--- src/rtl/leaf_tx_packer.sv ---
// Packs 32-bit user words into 49-bit BFT packets {vld, leaf, port, addr, payload}; 1-cycle latency.
// Backpressure: ready drops when credit is exhausted or a held packet is not being consumed.
module leaf_tx_packer #(
  parameter int PACKET_BITS   = 49,
  parameter int PAYLOAD_BITS  = 32,
  parameter int NUM_LEAF_BITS = 5,
  parameter int NUM_PORT_BITS = 4,
  parameter int NUM_ADDR_BITS = 7,
  parameter int CREDIT_MAX    = 64,
  parameter int CREDIT_BITS   = 8
) (
  input  logic                     clk,
  input  logic                     reset,
  input  logic [NUM_LEAF_BITS-1:0] i_dest_leaf,
  input  logic [NUM_PORT_BITS-1:0] i_dest_port,
  input  logic [PAYLOAD_BITS-1:0]  i_user_data,
  input  logic                     i_user_valid,
  output logic                     o_user_ready,
  output logic [PACKET_BITS-1:0]   o_bft_data,
  input  logic                     i_bft_ready,
  input  logic                     i_credit_valid,
  input  logic [NUM_ADDR_BITS-1:0] i_credit_count,
  output logic [CREDIT_BITS-1:0]   o_credit,
  output logic                     o_credit_err
);

  localparam logic [CREDIT_BITS:0] CREDIT_MAX_W = (CREDIT_BITS+1)'(CREDIT_MAX);

  logic [PACKET_BITS-1:0]   pkt_q, pkt_d;
  logic [NUM_ADDR_BITS-1:0] addr_q, addr_d;
  logic [CREDIT_BITS-1:0]   credit_q, credit_d;
  logic                     err_q, err_d;

  logic                     pkt_vld;
  logic                     accept;
  logic [CREDIT_BITS:0]     credit_ret;
  logic [CREDIT_BITS:0]     credit_sum;

  assign pkt_vld = pkt_q[PACKET_BITS-1];

  // Gated by reset so nothing is offered while the block is held in reset.
  assign o_user_ready = reset && (credit_q != '0) && (!pkt_vld || i_bft_ready);
  assign accept       = i_user_valid && o_user_ready;

  always_comb begin
    pkt_d  = pkt_q;
    addr_d = addr_q;
    if (accept) begin
      pkt_d  = {1'b1, i_dest_leaf, i_dest_port, addr_q, i_user_data};
      addr_d = addr_q + NUM_ADDR_BITS'(1);
    end else if (pkt_vld && i_bft_ready) begin
      pkt_d = '0;
    end
  end

  // One bit of headroom so an over-return is detected rather than wrapped.
  always_comb begin
    credit_ret = '0;
    if (i_credit_valid) begin
      credit_ret = {{(CREDIT_BITS+1-NUM_ADDR_BITS){1'b0}}, i_credit_count};
    end
    credit_sum = {1'b0, credit_q} - {{CREDIT_BITS{1'b0}}, accept} + credit_ret;
    credit_d   = credit_sum[CREDIT_BITS-1:0];
    err_d      = err_q;
    if (credit_sum > CREDIT_MAX_W) begin
      credit_d = CREDIT_MAX_W[CREDIT_BITS-1:0];
      err_d    = 1'b1;
    end
  end

  always_ff @(posedge clk or negedge reset) begin
    if (!reset) begin
      pkt_q    <= '0;
      addr_q   <= '0;
      credit_q <= CREDIT_MAX_W[CREDIT_BITS-1:0];
      err_q    <= 1'b0;
    end else begin
      pkt_q    <= pkt_d;
      addr_q   <= addr_d;
      credit_q <= credit_d;
      err_q    <= err_d;
    end
  end

  assign o_bft_data   = pkt_q;
  assign o_credit     = credit_q;
  assign o_credit_err = err_q;

endmodule

--- config.mk ---
export PLATFORM = sky130hd
export DESIGN_NAME = leaf_tx_packer
export DESIGN_NICKNAME = d
export VERILOG_FILES = /design/src/rtl/leaf_tx_packer.sv
export SDC_FILE = /design/constraint.sdc
export NUM_CORES = 1
export LEC_CHECK = 0
export CORE_MARGIN = 10
export CORE_UTILIZATION = 35
export DETAILED_ROUTE_END_ITERATION = 8
export GPL_ROUTABILITY_DRIVEN = 1
export PLACE_DENSITY = 0.76
export SLEW_MARGIN = 20
export SYNTH_ARGS = -nofsm -noshare
export SYNTH_HDL_FRONTEND = slang
export SYNTH_SLANG_ARGS = --single-unit
--- constraint.sdc ---
create_clock -name clk -period 3.35 [get_ports clk]
set_clock_uncertainty 0.15 [all_clocks]
set_input_delay 0.67 -clock clk [delete_from_list [all_inputs] [get_ports clk]]
set_output_delay 0.67 -clock clk [all_outputs]
set_load 0.02 [all_outputs]
======== Word-level counts from Yosys, hierarchy flattened ========
Index checks and enable logic that the tools add are counted.
cells by class
  reduce and logical (&&, ||, !) cells .... 8
  add/subtract/negate cells ............... 3
  bitwise operators ....................... 0
  div/mod/pow operators ................... 0
  equality and inequality tests ........... 0
  multiplexer cells ....................... 4
  $lt $le $gt $ge ......................... 1
  shift-type cells ........................ 0
  $mul .................................... 0
operators by type and width
  operator             number
  $mux 49              2
  $add 9x9->9          1
  $gt 9x7->1 const B   1
  $sub 8x1->9          1
  $mux 8               1
  $reduce_bool 8->1    1
  $add 7x1->7 const B  1
  $mux 7               1
  $logic_and 1x1->1    4
  $reduce_bool 2->1    1
  $logic_not 1->1      1
  $logic_or 1x1->1     1
word-level totals
  register bits ........................... 65
  memories kept ........................... 0
  latch bits .............................. 0
  memory bits (writable) .................. 0
  ROM bits ................................ 0

======== Logic depth before layout (Yosys ltp) ========
  depth after elaboration ................. 8
  depth in mapped cells ................... 14

======== Least setup slack after synthesis ========
No wires, ideal clock.
  kind .................................... input to register
  start ................................... input port i_bft_ready
  end ..................................... register err_q, in the netlist o_credit_err
  setup time .............................. 0.129 ns
  slack ................................... -0.177 ns
  stages .................................. 13
  arrival time ............................ 3.248 ns
  buffers on the path ..................... 1
  cells stage by stage .................... nand2b_1 and3b_1 clkbuf_1 ha_1 inv_1 ha_1 inv_1 fa_1 and2b_1 o2111ai_1 a211oi_2 nor3b_2 a2111o_1
on the way
  cells in the longest elaborated chain, start to end .. 6
RTL lines
  what                  RTL line  RTL
  from (decl)           20        input logic i_bft_ready,
  $logic_or 1x1->1      42        assign o_user_ready = reset && (credit_q != '0) && (!pkt_vld || i_bft_ready);
  $logic_and 1x1->1     42
  $logic_and 1x1->1     43        assign accept = i_user_valid && o_user_ready;
  named net accept      35        logic accept;
  $sub 8x1->9           62        credit_sum = {1'b0, credit_q} - {{CREDIT_BITS{1'b0}}, accept} + credit_ret;
  $add 9x9->9           62
  $gt 9x7->1            65        if (credit_sum > CREDIT_MAX_W) begin
  to (signal assigned)  81        err_q <= err_d;
  to (decl)             32        logic err_q, err_d;
The timed path passes the listed nets, and every way through them passes these cells.
A chain may end at the register's enable or synchronous reset.

======== Worst setup path after layout ========
  start ................................... register credit_q[5], in the netlist o_credit[5]
  end ..................................... register err_q, in the netlist o_credit_err
on the way
  cells in the longest elaborated chain, start to end .. 7
RTL lines
  what                            RTL line  RTL
  from (decl)                     31        logic [CREDIT_BITS-1:0] credit_q, credit_d;
  from (signal assigned)          75        credit_q <= CREDIT_MAX_W[CREDIT_BITS-1:0];
  from (signal assigned)          80        credit_q <= credit_d;
  $reduce_bool 8->1               42
  $logic_and 1x1->1 (2 in a row)  42
  $logic_and 1x1->1               43
  $sub 8x1->9 (*)                 62
  $add 9x9->9 (*)                 62
  $gt 9x7->1 (*)                  65
Mark *: on every way between the ends. The rest lies on a longest branch, timed or not.

==> metrics.md <==
| Metric | Value |
|---|---|
| Crit Path Class | reg -> reg |
| Rows | 33 |
| Slew HR | 47.7% |
| Top-area cell type share of the netlist area | 54.5% |
| Clock Tree Root | clkbuf_8 |
| Beginning of the worst hold path | o_credit_err |
| Clock sinks | 65 |
| Routed len/inst | 16.9 um |
| Top-count cell post-synth | dfrtp_1 |
| Leading area contributor after synthesis | dfrtp_1 |
| DRT antenna net count | 0 |
| # Max-Cap Violations | 0 |
| Die ar. | 0.0125 mm2 |
| Worst path required time | 3.40 ns |
| Layout cells sized above 1 | 22.1% |
| Port buffer count | 111 |
| Pint | 2330 uW |
| Fmax | 302 MHz |
| Worst-path cell chain | nor4_4 > nand2_1 > and3b_2 > ha_4 > inv_4 > ha_4 > inv_2 > fa_2 > and2b_1 > o2111ai_2 > nand2_1 > xor2_1 > buf_4 > a2111o_1 |
| Nets | 469 |
| Hold Path Class | reg -> reg |
| Initial core utilization | 36.0% |
| Worst hold endpoint | o_credit_err |
| Fin crit period | 3.31 ns |
| Placement Cell Area | 0.00436 mm2 |
| Sequential share of the synthesized area | 55.4% |
| Hold Buf Count CTS | 0 |
| EDFF count, synth | 0 |
| Drc violations | 0 |
| Post-Layout Inst Area | 0.00475 mm2 |
| Filler cells | 698 |
| GRT Total Usage | 13.7% |
| Area of the multi-input gates | 0.00129 mm2 |
| Slowest cell on the critical path | dfrtp_2 |
| Net Sw Frac | 39.1% |
| Fin. Hold Viols | 0 |
| Worst-path clk slew | 0.07 ns |
| Cell area after synthesis | 0.00294 mm2 |
| Crit path capture type | flip-flop |
| Vias in the first global route | 2706 |
| Worst EP arrival | 3.37 ns |
| Tcrit/Tclk final | 98.8% |
| Leakage power | 0.00218 uW |
| Final Max Slew Viols | 0 |
| Worst reg2reg startpoint | o_credit[5] |
| Ports | 112 |
| Worst-Margin Slew | 0.784 ns |
| Vias | 2476 |
| Die Span Y | 112 um |
| Clock buffer depth | 2 |
| FF+latch area | 0.00163 mm2 |
| Status | finished, final reports clean |
| Reg2reg end | o_credit_err |
| Register bit total from synthesis | 65 |
| Clk pwr share | 13.6% |
| Initial DRC count | 94 |
| H-Tree Depth | 3 |
| R2R setup slack | 0.04 ns |
| RSZ-0062 raised after global routing | true |
| Routed vias/inst | 4.88 |
| Worst hold slack | 0.333 ns |
| Most common flop cell mapped by yosys | dfrtp_1 |
| GP Congestion | 0.770 |
| Net switching power | 1500 uW |
| Commonest cells post-synth | dfrtp_1, a22o_1, inv_1 |
| Worst-path fanout max | 8 |
| Post-synth ARST share | 100% |
| Skew-Pair Late Insertion Delay | 0.33 ns |
| Ranking of synthesized cells by area | dfrtp_1, a22o_1, ha_1, inv_1, nand2_1 |
| Core Area | 0.00818 mm2 |
| Die W | 112 um |
| CP peak stage delay | 0.42 ns |
| Hold Crit Depth | 1 |
| Initial antenna violation count | 0 |
| Syn-to-layout area delta | 61.4% |
| CTS Buf Count | 9 |
| Seq pwr share | 30.4% |
| TritonRoute pass-1 iters | 4 |
| Worst setup SP type | flip-flop |
| Synth warn | 0 |
| Syn Area/Cell | 12.1 um2 |
| Worst reg2reg path depth | 14 |
| Mapped Cells | 244 |
| Syn_nets | 314 |
| Final setup violation count | 0 |
| HPWL Detailed | 6170 um |
| CTS tree | built |
| Design Power | 3830 uW |
| Comb pwr share | 56.0% |
| Pwr Density | 808 mW/mm2 |
| Routed WL | 8570 um |
| Yosys cell types | 43 |
| GRT overflow | 0 |
| First-pass GRT wire length | 14200 um |
| Worst VDD drop | 0.376 mV |
| Largest net degree at the start of global routing | 67 |
| Antenna cell count | 0 |
## cell type report
type                    instances  area share (%)
clock buffers                  10            2.69
clock inverters                 4           0.475
inverters                      24            1.95
multi-input cells             143            27.3
flip-flops and latches         65            34.4
well taps                     105            2.77
repair buffers                156            30.4
## registers in the layout, indices dropped and copies added (netlist names)
signal        cells
o_credit          8
addr_q            7
o_bft_data       49
o_credit_err      1
## worst max-delay path, delay by kind of cell (launching register included)
family | cells | cell delay, ns
compound gates | 2 | 0.62
xor+xnor | 1 | 0.14
flops | 1 | 0.42
simple gates | 5 | 0.97
fa+ha+maj | 3 | 0.63
buf+inv | 3 | 0.25
## worst max path at each step
stage / end / slack, ns / startpoint
final: o_credit_err / 0.04 / o_credit[5]
after global routing: o_credit[2] / -0.12 / o_credit[5]
after CTS: o_credit_err / -0.04 / o_credit[2]
after detailed placement: o_credit[1] / -0.45 / i_bft_ready
after global placement: o_credit_err / -0.37 / i_bft_ready
after floorplan: o_credit_err / 0.01 / o_credit[4]
## layout by cell type, fill, tap and decap left out, drive strengths merged, types with 5 or more instances in the layout
cell type	instances
clkdlybuf4s50	107
xor2	5
clkbuf	10
buf	46
nand4	5
xnor2	5
nor4	5
inv	24
a21oi	5
a22o	48
nand2	15
dfrtp	64
ha	16
## metrics by stage
| step | setup TNS (ns) | worst slack (ns) | utilization [%] | instances |
|---|---|---|---|---|
| after floorplan | 0 | 0.0142 | - | 244 |
| after global placement | -2.57 | -0.370 | 53.4 | 477 |
| after detailed placement | -2.87 | -0.449 | 53.4 | 477 |
| after CTS | -0.0543 | -0.0421 | 57.7 | 507 |
| after global routing | -0.586 | -0.115 | 58.1 | 507 |
| final | 0 | 0.0388 | 58.1 | 507 |
## what timing repair did
action | CTS | global route
endpoints found under the setup margin | 8 | 8
pin swaps | 14 | 8
resized for setup | 18 | 5
buffers inserted | 16 | 0
## power groups by stage
stage | clock network (uW) | logic, uW | registers [uW]
finish | 522 | 2150 | 1170
global route | 580 | 2320 | 1190
CTS | 544 | 2100 | 1170
detailed placement | 0 | 1960 | 1160
global placement | 0 | 1930 | 1160
floorplan | 0 | 845 | 1380
## kinds of logic after synthesis
group                      share of synthesized area (%)
DFF                                                 55.4
other                                              0.128
buffers and inverters                               4.81
xor gates and xnor gates                            2.98
and+or+nand+nor                                     8.81
AOI/OAI and AO/OA                                   19.3
adders and majority gates                           7.49
muxes                                               1.11
## per-layer routing
layer	up-vias	part of all wire (%)	GRT usage (%)
met5	-	0	0
met4	0	0.71	3.68
met3	6	7.3	5.80
met2	77	48	22.5
met1	1193	43	16.1
li1	1200	-	-
Note: power is estimated with default switching activity, not from simulation.
